File: config.mk
export PLATFORM = sky130hd
export DESIGN_NAME = audio_dsm_dac
export DESIGN_NICKNAME = d
export VERILOG_FILES = /design/src/rtl/audio_out_pkg.sv /design/src/rtl/dsm_mod.sv /design/src/rtl/audio_dsm_dac.sv
export SDC_FILE = /design/constraint.sdc
export NUM_CORES = 1
export LEC_CHECK = 0
export CAP_MARGIN = 5
export CORE_MARGIN = 2
export CORE_UTILIZATION = 50
export CTS_CLUSTER_SIZE = 12
export DETAILED_ROUTE_END_ITERATION = 8
export DONT_BUFFER_PORTS = 1
export GPL_TIMING_DRIVEN = 0
export PLACE_DENSITY = 0.67
export SYNTH_ARGS = -nofsm -noshare
export SYNTH_HDL_FRONTEND = slang
export SYNTH_HIERARCHICAL = 1
export SYNTH_SLANG_ARGS = --single-unit
File: constraint.sdc
create_clock -name clk_i -period 6.68 [get_ports clk_i]
set_clock_uncertainty 0.2 [all_clocks]
set_input_delay 1.002 -clock clk_i [delete_from_list [all_inputs] [get_ports clk_i]]
set_output_delay 1.002 -clock clk_i [all_outputs]
set_load 0.02 [all_outputs]
File: src/rtl/audio_out_pkg.sv
// Shared types and constants for the audio output stage (gain ramp + delta-sigma DAC).
package audio_out_pkg;

    typedef enum logic [1:0] {
        MUTED     = 2'd0,
        RAMP_UP   = 2'd1,
        PLAY      = 2'd2,
        RAMP_DOWN = 2'd3
    } gain_state_e;

    localparam logic [8:0]  GAIN_UNITY = 9'd256;
    localparam logic [15:0] MIDSCALE   = 16'h8000;

    // Second-order modulator integrator widths
    localparam int I1_W = 20;
    localparam int I2_W = 24;

    // Gain increment that clips at unity instead of overshooting
    function automatic logic [8:0] gain_inc(input logic [8:0] g, input logic [8:0] step);
        logic [9:0] sum;
        sum = {1'b0, g} + {1'b0, step};
        return (sum >= {1'b0, GAIN_UNITY}) ? GAIN_UNITY : sum[8:0];
    endfunction

    // Gain decrement that clips at zero instead of wrapping
    function automatic logic [8:0] gain_dec(input logic [8:0] g, input logic [8:0] step);
        return (g <= step) ? 9'd0 : (g - step);
    endfunction

endpackage

File: src/rtl/dsm_mod.sv
// Delta-sigma modulator core: advances one step per strobe and drives the 1-bit stream.
// Build option: DSM_ORDER2_EN selects a saturating second-order loop; when undefined
// the modulator is a first-order carry accumulator on the offset-binary sample.
module dsm_mod
    import audio_out_pkg::*;
(
    input  logic        clk_i,
    input  logic        rst_ni,
    input  logic        strobe_i,
    input  logic [15:0] scaled_i,
    output logic        pdm_o
);

`ifdef DSM_ORDER2_EN

    // Two guard bits let each sum be formed exactly before it is clipped
    localparam int S1_W = I1_W + 2;
    localparam int S2_W = I2_W + 2;

    localparam logic signed [S1_W-1:0] I1_HI = {3'b000, {(I1_W-1){1'b1}}};
    localparam logic signed [S1_W-1:0] I1_LO = {3'b111, {(I1_W-1){1'b0}}};
    localparam logic signed [S2_W-1:0] I2_HI = {3'b000, {(I2_W-1){1'b1}}};
    localparam logic signed [S2_W-1:0] I2_LO = {3'b111, {(I2_W-1){1'b0}}};

    logic signed [I1_W-1:0] i1;
    logic signed [I2_W-1:0] i2;
    logic signed [I1_W-1:0] i1_nx;
    logic signed [I2_W-1:0] i2_nx;
    logic signed [S1_W-1:0] i1_sum;
    logic signed [S2_W-1:0] i2_sum;
    logic signed [16:0]     fb;
    logic signed [15:0]     scaled_s;

    assign scaled_s = $signed(scaled_i);
    // Feedback is the full-scale value the previous output bit represents
    assign fb       = pdm_o ? 17'sd32767 : -17'sd32768;

    // Next integrator values, each clipped to its own register range
    always_comb begin
        i1_sum = S1_W'(i1) + S1_W'(scaled_s) - S1_W'(fb);
        if (i1_sum > I1_HI) begin
            i1_nx = I1_W'(I1_HI);
        end else if (i1_sum < I1_LO) begin
            i1_nx = I1_W'(I1_LO);
        end else begin
            i1_nx = i1_sum[I1_W-1:0];
        end

        i2_sum = S2_W'(i2) + S2_W'(i1_nx) - S2_W'(fb);
        if (i2_sum > I2_HI) begin
            i2_nx = I2_W'(I2_HI);
        end else if (i2_sum < I2_LO) begin
            i2_nx = I2_W'(I2_LO);
        end else begin
            i2_nx = i2_sum[I2_W-1:0];
        end
    end

    // Integrators and output bit advance together on each strobe
    always_ff @(posedge clk_i or negedge rst_ni) begin
        if (!rst_ni) begin
            i1    <= '0;
            i2    <= '0;
            pdm_o <= 1'b0;
        end else if (strobe_i) begin
            i1    <= i1_nx;
            i2    <= i2_nx;
            pdm_o <= ~i2_nx[I2_W-1];
        end
    end

`else

    logic [15:0] acc;
    logic [16:0] acc_sum;

    // Offset binary maps -32768..32767 onto 0..65535, so carry density tracks the sample
    assign acc_sum = {1'b0, acc} + {1'b0, scaled_i ^ MIDSCALE};

    // Accumulator wraps freely; the carry out is the output bit
    always_ff @(posedge clk_i or negedge rst_ni) begin
        if (!rst_ni) begin
            acc   <= '0;
            pdm_o <= 1'b0;
        end else if (strobe_i) begin
            acc   <= acc_sum[15:0];
            pdm_o <= acc_sum[16];
        end
    end

`endif

endmodule

File: src/rtl/audio_dsm_dac.sv
// Audio output stage: latches each mix sample, applies a click-free mute/unmute gain
// ramp and converts the result to a 1-bit PDM stream for an external RC filter.
// Build option: DSM_ORDER2_EN switches the modulator to second order (see dsm_mod).
//
// state     | meaning
// ----------+------------------------------------------------
// MUTED     | gain held at 0, output is a midscale 0101 stream
// RAMP_UP   | gain climbs by RAMP_STEP per accepted sample
// PLAY      | gain held at unity (256)
// RAMP_DOWN | gain falls by RAMP_STEP per accepted sample
module audio_dsm_dac
    import audio_out_pkg::*;
#(
    parameter int CLK_DIV   = 4,
    parameter int RAMP_STEP = 1
) (
    input  logic        clk_i,
    input  logic        rst_ni,
    input  logic        enable_i,
    input  logic [15:0] audio_i,
    input  logic        audio_valid_i,
    output logic        pdm_o,
    output logic        muted_o
);

    localparam logic [7:0] DIV_LAST = 8'(CLK_DIV - 1);
    localparam logic [8:0] STEP     = 9'(RAMP_STEP);

    gain_state_e        state;
    logic [8:0]         gain_q;
    logic [8:0]         gain_up;
    logic [8:0]         gain_dn;
    logic [15:0]        scaled_q;
    logic [15:0]        scaled_nx;
    logic signed [23:0] prod;
    logic [7:0]         div_cnt;
    logic               strobe;

    assign strobe  = (div_cnt == DIV_LAST);
    assign gain_up = gain_inc(gain_q, STEP);
    assign gain_dn = gain_dec(gain_q, STEP);

    // |audio * gain| <= 2^23 because gain never exceeds unity, so 24 bits hold it exactly
    assign prod      = 24'($signed(audio_i)) * 24'($signed({1'b0, gain_q}));
    assign scaled_nx = 16'(prod >>> 8);

    // Free-running divider; the modulator steps on its terminal count
    always_ff @(posedge clk_i or negedge rst_ni) begin
        if (!rst_ni) begin
            div_cnt <= '0;
        end else if (strobe) begin
            div_cnt <= '0;
        end else begin
            div_cnt <= div_cnt + 8'd1;
        end
    end

    // Sample latch: scale by the gain in force before this sample's update
    always_ff @(posedge clk_i or negedge rst_ni) begin
        if (!rst_ni) begin
            scaled_q <= '0;
        end else if (audio_valid_i) begin
            scaled_q <= scaled_nx;
        end
    end

    // Gain FSM: moves only on accepted samples; a reversal holds the gain for that sample
    always_ff @(posedge clk_i or negedge rst_ni) begin
        if (!rst_ni) begin
            state   <= MUTED;
            gain_q  <= '0;
            muted_o <= 1'b1;
        end else if (audio_valid_i) begin
            case (state)
                MUTED: begin
                    if (enable_i) begin
                        gain_q  <= gain_up;
                        state   <= (gain_up == GAIN_UNITY) ? PLAY : RAMP_UP;
                        muted_o <= 1'b0;
                    end
                end
                RAMP_UP: begin
                    if (!enable_i) begin
                        state <= RAMP_DOWN;
                    end else begin
                        gain_q <= gain_up;
                        if (gain_up == GAIN_UNITY) begin
                            state <= PLAY;
                        end
                    end
                end
                PLAY: begin
                    if (!enable_i) begin
                        gain_q <= gain_dn;
                        if (gain_dn == 9'd0) begin
                            state   <= MUTED;
                            muted_o <= 1'b1;
                        end else begin
                            state <= RAMP_DOWN;
                        end
                    end
                end
                RAMP_DOWN: begin
                    if (enable_i) begin
                        state <= RAMP_UP;
                    end else begin
                        gain_q <= gain_dn;
                        if (gain_dn == 9'd0) begin
                            state   <= MUTED;
                            muted_o <= 1'b1;
                        end
                    end
                end
                default: begin
                    state   <= MUTED;
                    gain_q  <= '0;
                    muted_o <= 1'b1;
                end
            endcase
        end
    end

    dsm_mod u_dsm_mod (
        .clk_i    (clk_i),
        .rst_ni   (rst_ni),
        .strobe_i (strobe),
        .scaled_i (scaled_q),
        .pdm_o    (pdm_o)
    );

endmodule

# --- Yosys cells after proc, flatten, opt, wreduce, memory -nomap -nowiden ---
# Cells that the tools add are included.
word_totals:
  ff_bits: 53
  in_bits: 20
op_classes:
  add_sub_neg: 4
  multipliers: 1
  magnitude_cmp: 2
  n_eq_ne: 12
  muxes: 19
  bitwise: 1
  n_reduce_logical: 8
op_table:
  columns: ["operator", "count"]
  rows:
  - ["9-bit 2-to-1 mux", 4]
  - ["16-bit by 10-bit multiplier with 24-bit output", 1]
  - ["9-bit case mux with 2 select lines", 1]
  - ["16-bit by 16-bit adder with 17-bit output", 1]
  - ["2-bit 2-to-1 mux", 8]
  - ["9-bit by 1-bit adder with 10-bit output (second input constant)", 1]
  - ["10-bit by 9-bit greater-or-equal comparator with 1-bit output (second input constant)", 1]
  - ["5-bit AND reduction", 2]
  - ["9-bit == test (second input constant)", 1]
  - ["9-bit by 1-bit less-or-equal comparator with 1-bit output (second input constant)", 1]
  - ["9-bit logical NOT", 1]
  - ["9-bit by 1-bit subtractor with 9-bit output (second input constant)", 1]
  - ["8-bit by 1-bit adder with 8-bit output (second input constant)", 1]
  - ["8-bit by 2-bit == test with 1-bit output (second input constant)", 1]
  - ["8-bit 2-to-1 mux", 1]
  - ["2-bit case mux with 4 select lines", 1]
  - ["2-bit inequality test (second input constant)", 3]
  - ["3-bit inequality test (second input constant)", 2]
  - ["2-bit == test (second input constant)", 2]
  - ["2-bit by 1-bit inequality test with 1-bit output (second input constant)", 2]
  - ["2-bit OR reduction", 2]
  - ["1-bit 2-to-1 mux", 3]
  - ["3-bit AND reduction", 1]
  - ["2-bit by 1-bit == test with 1-bit output (second input constant)", 1]
  - ["4 further kinds", 4]

# --- Logic depth before layout (Yosys ltp) ---
depth:
  ltp_word: 7
  ltp_mapped: 22
  ltp_nobuf: 19

# --- Hierarchy ---
# Netlist, hierarchy kept.
by_module_without_submodules:
  columns: ["mod", "n_inst", "cells_per_inst", "area_each_um2", "seq_area_each_um2"]
  rows:
  - ["audio_dsm_dac", 1, 746, 6725.2, 902.1]
  - ["dsm_mod", 1, 149, 1410.1, 425.4]

# --- Worst setup path before layout ---
# OpenSTA, ideal clock, no wires.
synth_path:
  path_kind: "input to register"
  start: "input port audio_i[15]"
  end: "register scaled_q[14]"
  arrival_time_ps: 5706
  path_slack_ps: 703
  cell_stages: 18
  path_buffers: 1
  path_cell_list: "clkbuf_1 and2_1 fa_1 inv_1 fa_1 inv_1 fa_1 fa_1 inv_1 fa_1 inv_1 ha_1 a21oi_1 o21ai_1 o31a_1 a31o_1 or4_1 nand4_1"
synth_between:
  elab_chain_len: 1
synth_lines:
  columns: ["item", "line", "rtl"]
  rows:
  - ["from (decl)", "audio_dsm_dac.sv:20", "input logic [15:0] audio_i,"]
  - ["16-bit by 10-bit multiplier with 24-bit output", "audio_dsm_dac.sv:44", "assign prod = 24'($signed(audio_i)) * 24'($signed({1'b0, gain_q}));"]
  - ["to (signal assigned)", "audio_dsm_dac.sv:63", "scaled_q <= scaled_nx;"]
  - ["to (decl)", "audio_dsm_dac.sv:33", "logic [15:0] scaled_q;"]
# Every way passes these cells.
# A chain may end at the register's enable or synchronous reset.

# --- Worst setup path after layout ---
layout_path:
  start: "register gain_q[7]"
  end: "register scaled_q[14]"
layout_between:
  elab_chain_len: 1
layout_lines:
  columns: ["item", "line", "rtl"]
  rows:
  - ["from (decl)", "audio_dsm_dac.sv:30", "logic [8:0] gain_q;"]
  - ["from (signal assigned)", "audio_dsm_dac.sv:77", "gain_q <= gain_up;"]
  - ["from (signal assigned)", "audio_dsm_dac.sv:86", "gain_q <= gain_up;"]
  - ["from (signal assigned)", "audio_dsm_dac.sv:94", "gain_q <= gain_dn;"]
  - ["16-bit by 10-bit multiplier with 24-bit output", "audio_dsm_dac.sv:44", null]
# Every way passes these cells.

==> flow_summary.ini <==
[worst_setup_path]
timing.reg2reg.worst_path_depth = 18
rr_endpoint = scaled_q[14]
worst_setup_path_start_kind = register
crit_path_start = gain_q[7]
r2r-start = gain_q[7]
endpoint = scaled_q[14]
timing.critical_path.required_ns = 6.71
cp-end-kind = register
timing.critical_path.arrival_ns = 6.27
timing.reg2reg.setup_slack_ns = 0.44
worst-path-max-fanout = 10
worstSetupPathType = register to register

[synth]
synth_xor_area_share_pct = 4.20
yosys_top_cell_area_share_pct = 28.3
synthFlopType = sky130_fd_sc_hd__dfrtp_1
compound_gate_fraction_of_synth_area_pct = 11.8
library_cell_occupying_the_most_area_in_the_post_synthesis_netlist = sky130_fd_sc_hd__fa_1
synth_seq_area_share_pct = 16.3
yosys.area_share.simple_pct = 17.5
synthesis.instances = 895
synthAdderAreaFrac_pct = 39.1
synthesis.nets = 1100
largest_family_of_logic_cells_by_synthesized_area = adder cells
avgSynthCellArea_um2 = 9.09
post_synth_mux_area_share_pct = 2.61
yosys-top-cells-area = sky130_fd_sc_hd__fa_1 (28%), sky130_fd_sc_hd__dfrtp_1 (16%), sky130_fd_sc_hd__ha_1 (11%)
yosys_warnings = 6
ys_ff_latch = 53
synth_cell_type_count = 70
async_set_reset_flop_share_out_of_synthesis_pct = 100
synth-edff-count = 0
syn-cell-area_um2 = 8140

[timing]
worst-slew-pin-transition_ns = 0.625
post-route-period-util_pct = 93.4
worst_slack_on_hold_paths_ns = 0.181
timing.slew.headroom_pct = 58.3
setup_viol = 0
final.min_clock_period_ns = 6.24
max_clock_freq_mhz = 160
finalSetupTns_ns = 0
grt_setup_unrepaired = false
timing_hold_violations_final = 0
report.final.slew_viol_count = 0

[floorplan]
floorplan.initialDensity_pct = 51.2
std_cell_rows = 46
floorplan.die_area_um2 = 17300
floorplan.die.width_um = 132
design.core.area_um2 = 15900
ios = 22
die_y_um = 132

[cells_and_area]
diodes = 0
fillerInstances = 1479
drive_gt1_share_pct = 6.22
post_layout_nonfiller_instances = 1117
utilization_pct = 54.0
multi_input_comb_area_um2 = 6120
finish.net_count = 1105
syn2layout_area_growth_pct = 5.40
ff_latch_area_um2 = 1330

[drt]
detail_route.vias_per_cell = 5.45
wl_um = 17800
firstDrtPassIters = 5
route.vias.total = 6083
ant_nets = 0
drc = 0
drt_iter0_markers = 372
detail_route.wl_per_cell_um = 16.0

[clocking]
tritoncts = built
cts_inserted_buffers = 5
htreeDepth = 2
clk_root_buffer_cell = sky130_fd_sc_hd__clkbuf_16
cts.sink_count = 53
max-clock-path-buffers = 2
worst_skew_pair.late_latency_ns = 0.30
clkSlewWorstSetupHoldPaths_ns = 0.08
cts_hold_buffers = 0

[grt]
pin_count_of_the_biggest_net_entering_global_routing = 54
grt_first_pass_wirelength_um = 32000
grt_antenna_before_repair = 0
grt_pass1_vias = 6401
grt-ovfl-total = 0
grt_util_all_layers_pct = 22.8

[status]
status = complete, no violations

[run]
max_cap_viol_count = 0

[placed_design]
place_congestion = 0.877
io_buffers = 0
final_hpwl_from_detailed_placement_um = 14200
placedCellCount = 1111

[min_path]
min_path_type = input port to async pin
## synthesized netlist by cell type, types with 2 or more instances
master,n
sky130_fd_sc_hd__inv_1,143
sky130_fd_sc_hd__fa_1,115
sky130_fd_sc_hd__nand2_1,106
sky130_fd_sc_hd__and2_1,79
sky130_fd_sc_hd__ha_1,70
sky130_fd_sc_hd__dfrtp_1,52
sky130_fd_sc_hd__a21oi_1,42
sky130_fd_sc_hd__clkbuf_1,30
sky130_fd_sc_hd__nor2_1,28
sky130_fd_sc_hd__xnor2_1,28
sky130_fd_sc_hd__o21ai_0,20
sky130_fd_sc_hd__mux2_2,18
sky130_fd_sc_hd__nand3_1,16
sky130_fd_sc_hd__a21o_1,13
sky130_fd_sc_hd__xor2_1,11
sky130_fd_sc_hd__nand4_1,9
sky130_fd_sc_hd__nor3_1,9
sky130_fd_sc_hd__a211oi_1,7
sky130_fd_sc_hd__and3_1,6
sky130_fd_sc_hd__a31oi_1,5
sky130_fd_sc_hd__buf_1,5
sky130_fd_sc_hd__nand2b_1,5
sky130_fd_sc_hd__o31ai_1,5
sky130_fd_sc_hd__or4_1,5
sky130_fd_sc_hd__o21a_1,4
sky130_fd_sc_hd__and4_1,3
sky130_fd_sc_hd__o21ai_1,3
sky130_fd_sc_hd__o22a_1,3
sky130_fd_sc_hd__o22ai_1,3
sky130_fd_sc_hd__or3_1,3
sky130_fd_sc_hd__a211oi_2,2
sky130_fd_sc_hd__a21oi_4,2
sky130_fd_sc_hd__a221oi_1,2
sky130_fd_sc_hd__a22oi_1,2
sky130_fd_sc_hd__a41oi_1,2
sky130_fd_sc_hd__nor4_1,2
sky130_fd_sc_hd__o2111ai_1,2
sky130_fd_sc_hd__o31a_1,2
sky130_fd_sc_hd__o31ai_2,2
## worst min-delay path by stage
stage	endpoint	startpoint	slack, ns	depth (start not counted)
CTS	gain_q[2]	rst_ni	0.18	0
global placement	div_cnt[7]	div_cnt[7]	0.26	1
finish	gain_q[1]	rst_ni	0.18	0
global route	gain_q[2]	rst_ni	0.17	0
floorplan	div_cnt[7]	div_cnt[7]	0.24	1
detailed placement	div_cnt[7]	div_cnt[7]	0.26	1
## kinds of logic (layout without fill, tap and decap cells)
| group | count (synthesis) | in the layout |
|---|---|---|
| XOR/XNOR | 39 | 39 |
| AO/OA/AOI/OAI | 139 | 139 |
| buffers and inverters | 181 | 187 |
| flip-flops | 53 | 53 |
| adder cells (fa/ha/maj) | 185 | 185 |
| multiplexers | 19 | 19 |
| AND/OR/NAND/NOR | 279 | 279 |
## flip-flops by register name, indices dropped and copies added, names as in the netlist
name	count
scaled_q	16
u_dsm_mod/acc	16
gain_q	9
div_cnt	8
state	2
muted_o	1
u_dsm_mod/pdm_o	1
## through the flow
step,instance area [um^2],setup WS (ns)
2_1_floorplan,8140,0.703
3_3_place_gp,8410,0.158
3_5_place_dp,8410,0.137
4_1_cts,8570,0.0946
5_1_grt,8570,0.0978
6_report,8570,0.444
## worst max-delay path, cell delays in order, from the launching register on
cell                       delay [ns]
sky130_fd_sc_hd__dfrtp_1         0.41
sky130_fd_sc_hd__clkbuf_1        0.45
sky130_fd_sc_hd__clkbuf_1        0.55
sky130_fd_sc_hd__and2_1          0.22
sky130_fd_sc_hd__ha_1            0.25
sky130_fd_sc_hd__fa_1            0.51
sky130_fd_sc_hd__fa_1            0.52
sky130_fd_sc_hd__fa_1            0.58
sky130_fd_sc_hd__inv_1           0.06
sky130_fd_sc_hd__fa_1            0.49
sky130_fd_sc_hd__inv_1           0.04
sky130_fd_sc_hd__ha_1            0.35
sky130_fd_sc_hd__a21oi_1         0.26
sky130_fd_sc_hd__o21a_1          0.18
sky130_fd_sc_hd__o21ai_1         0.09
sky130_fd_sc_hd__o31a_1          0.25
sky130_fd_sc_hd__a31o_1          0.22
sky130_fd_sc_hd__or4_1           0.40
sky130_fd_sc_hd__nand4_1         0.09
## layer usage
| metal | GRT usage (%) | part of all wire, % | vias up |
|---|---|---|---|
| li1 | - | - | 2917 |
| met1 | 32.8 | 46 | 3024 |
| met2 | 38.4 | 49 | 124 |
| met3 | 2.04 | 3.8 | 18 |
| met4 | 3.56 | 0.95 | 0 |
| met5 | 0 | 0 | - |
## cell type report
type / count / area share, %
multi-input combinational: 661 / 71.4
sequential: 53 / 15.5
inverter: 143 / 6.26
tap: 216 / 3.15
buffer: 36 / 1.78
clock buffer: 5 / 1.46
clock inverter: 3 / 0.511
## placed cells by master, fill, tap and decap left out, types with 3 or more instances in the layout
master,instances
sky130_fd_sc_hd__o21ai_0,20
sky130_fd_sc_hd__inv_1,143
sky130_fd_sc_hd__nand2b_1,5
sky130_fd_sc_hd__o21ai_1,3
sky130_fd_sc_hd__and2_1,79
sky130_fd_sc_hd__a21oi_1,42
sky130_fd_sc_hd__o22a_1,3
sky130_fd_sc_hd__and3_1,6
sky130_fd_sc_hd__o21a_1,4
sky130_fd_sc_hd__xnor2_1,28
sky130_fd_sc_hd__dfrtp_1,52
sky130_fd_sc_hd__mux2_2,18
sky130_fd_sc_hd__a31oi_1,5
sky130_fd_sc_hd__nor2_1,28
sky130_fd_sc_hd__nand2_1,106
sky130_fd_sc_hd__nand3_1,16
sky130_fd_sc_hd__clkbuf_2,7
sky130_fd_sc_hd__and4_1,3
sky130_fd_sc_hd__nand4_1,9
sky130_fd_sc_hd__a21o_1,13
sky130_fd_sc_hd__fa_1,115
sky130_fd_sc_hd__clkbuf_16,5
sky130_fd_sc_hd__buf_1,5
sky130_fd_sc_hd__ha_1,70
sky130_fd_sc_hd__o22ai_1,3
sky130_fd_sc_hd__clkbuf_1,22
sky130_fd_sc_hd__xor2_1,11
sky130_fd_sc_hd__o31ai_1,5
sky130_fd_sc_hd__or3_1,3
sky130_fd_sc_hd__or4_1,5
sky130_fd_sc_hd__nor3_1,9
sky130_fd_sc_hd__a211oi_1,7
## timing repair
action | 4_1_cts | 5_1_grt
setup endpoints to repair | 0 | 7
setup buffers | 0 | 0
gates resized for setup | 0 | 12
Power is not shown: default switching activity piles up to over one toggle a cycle in this logic, so the estimate is an artifact.
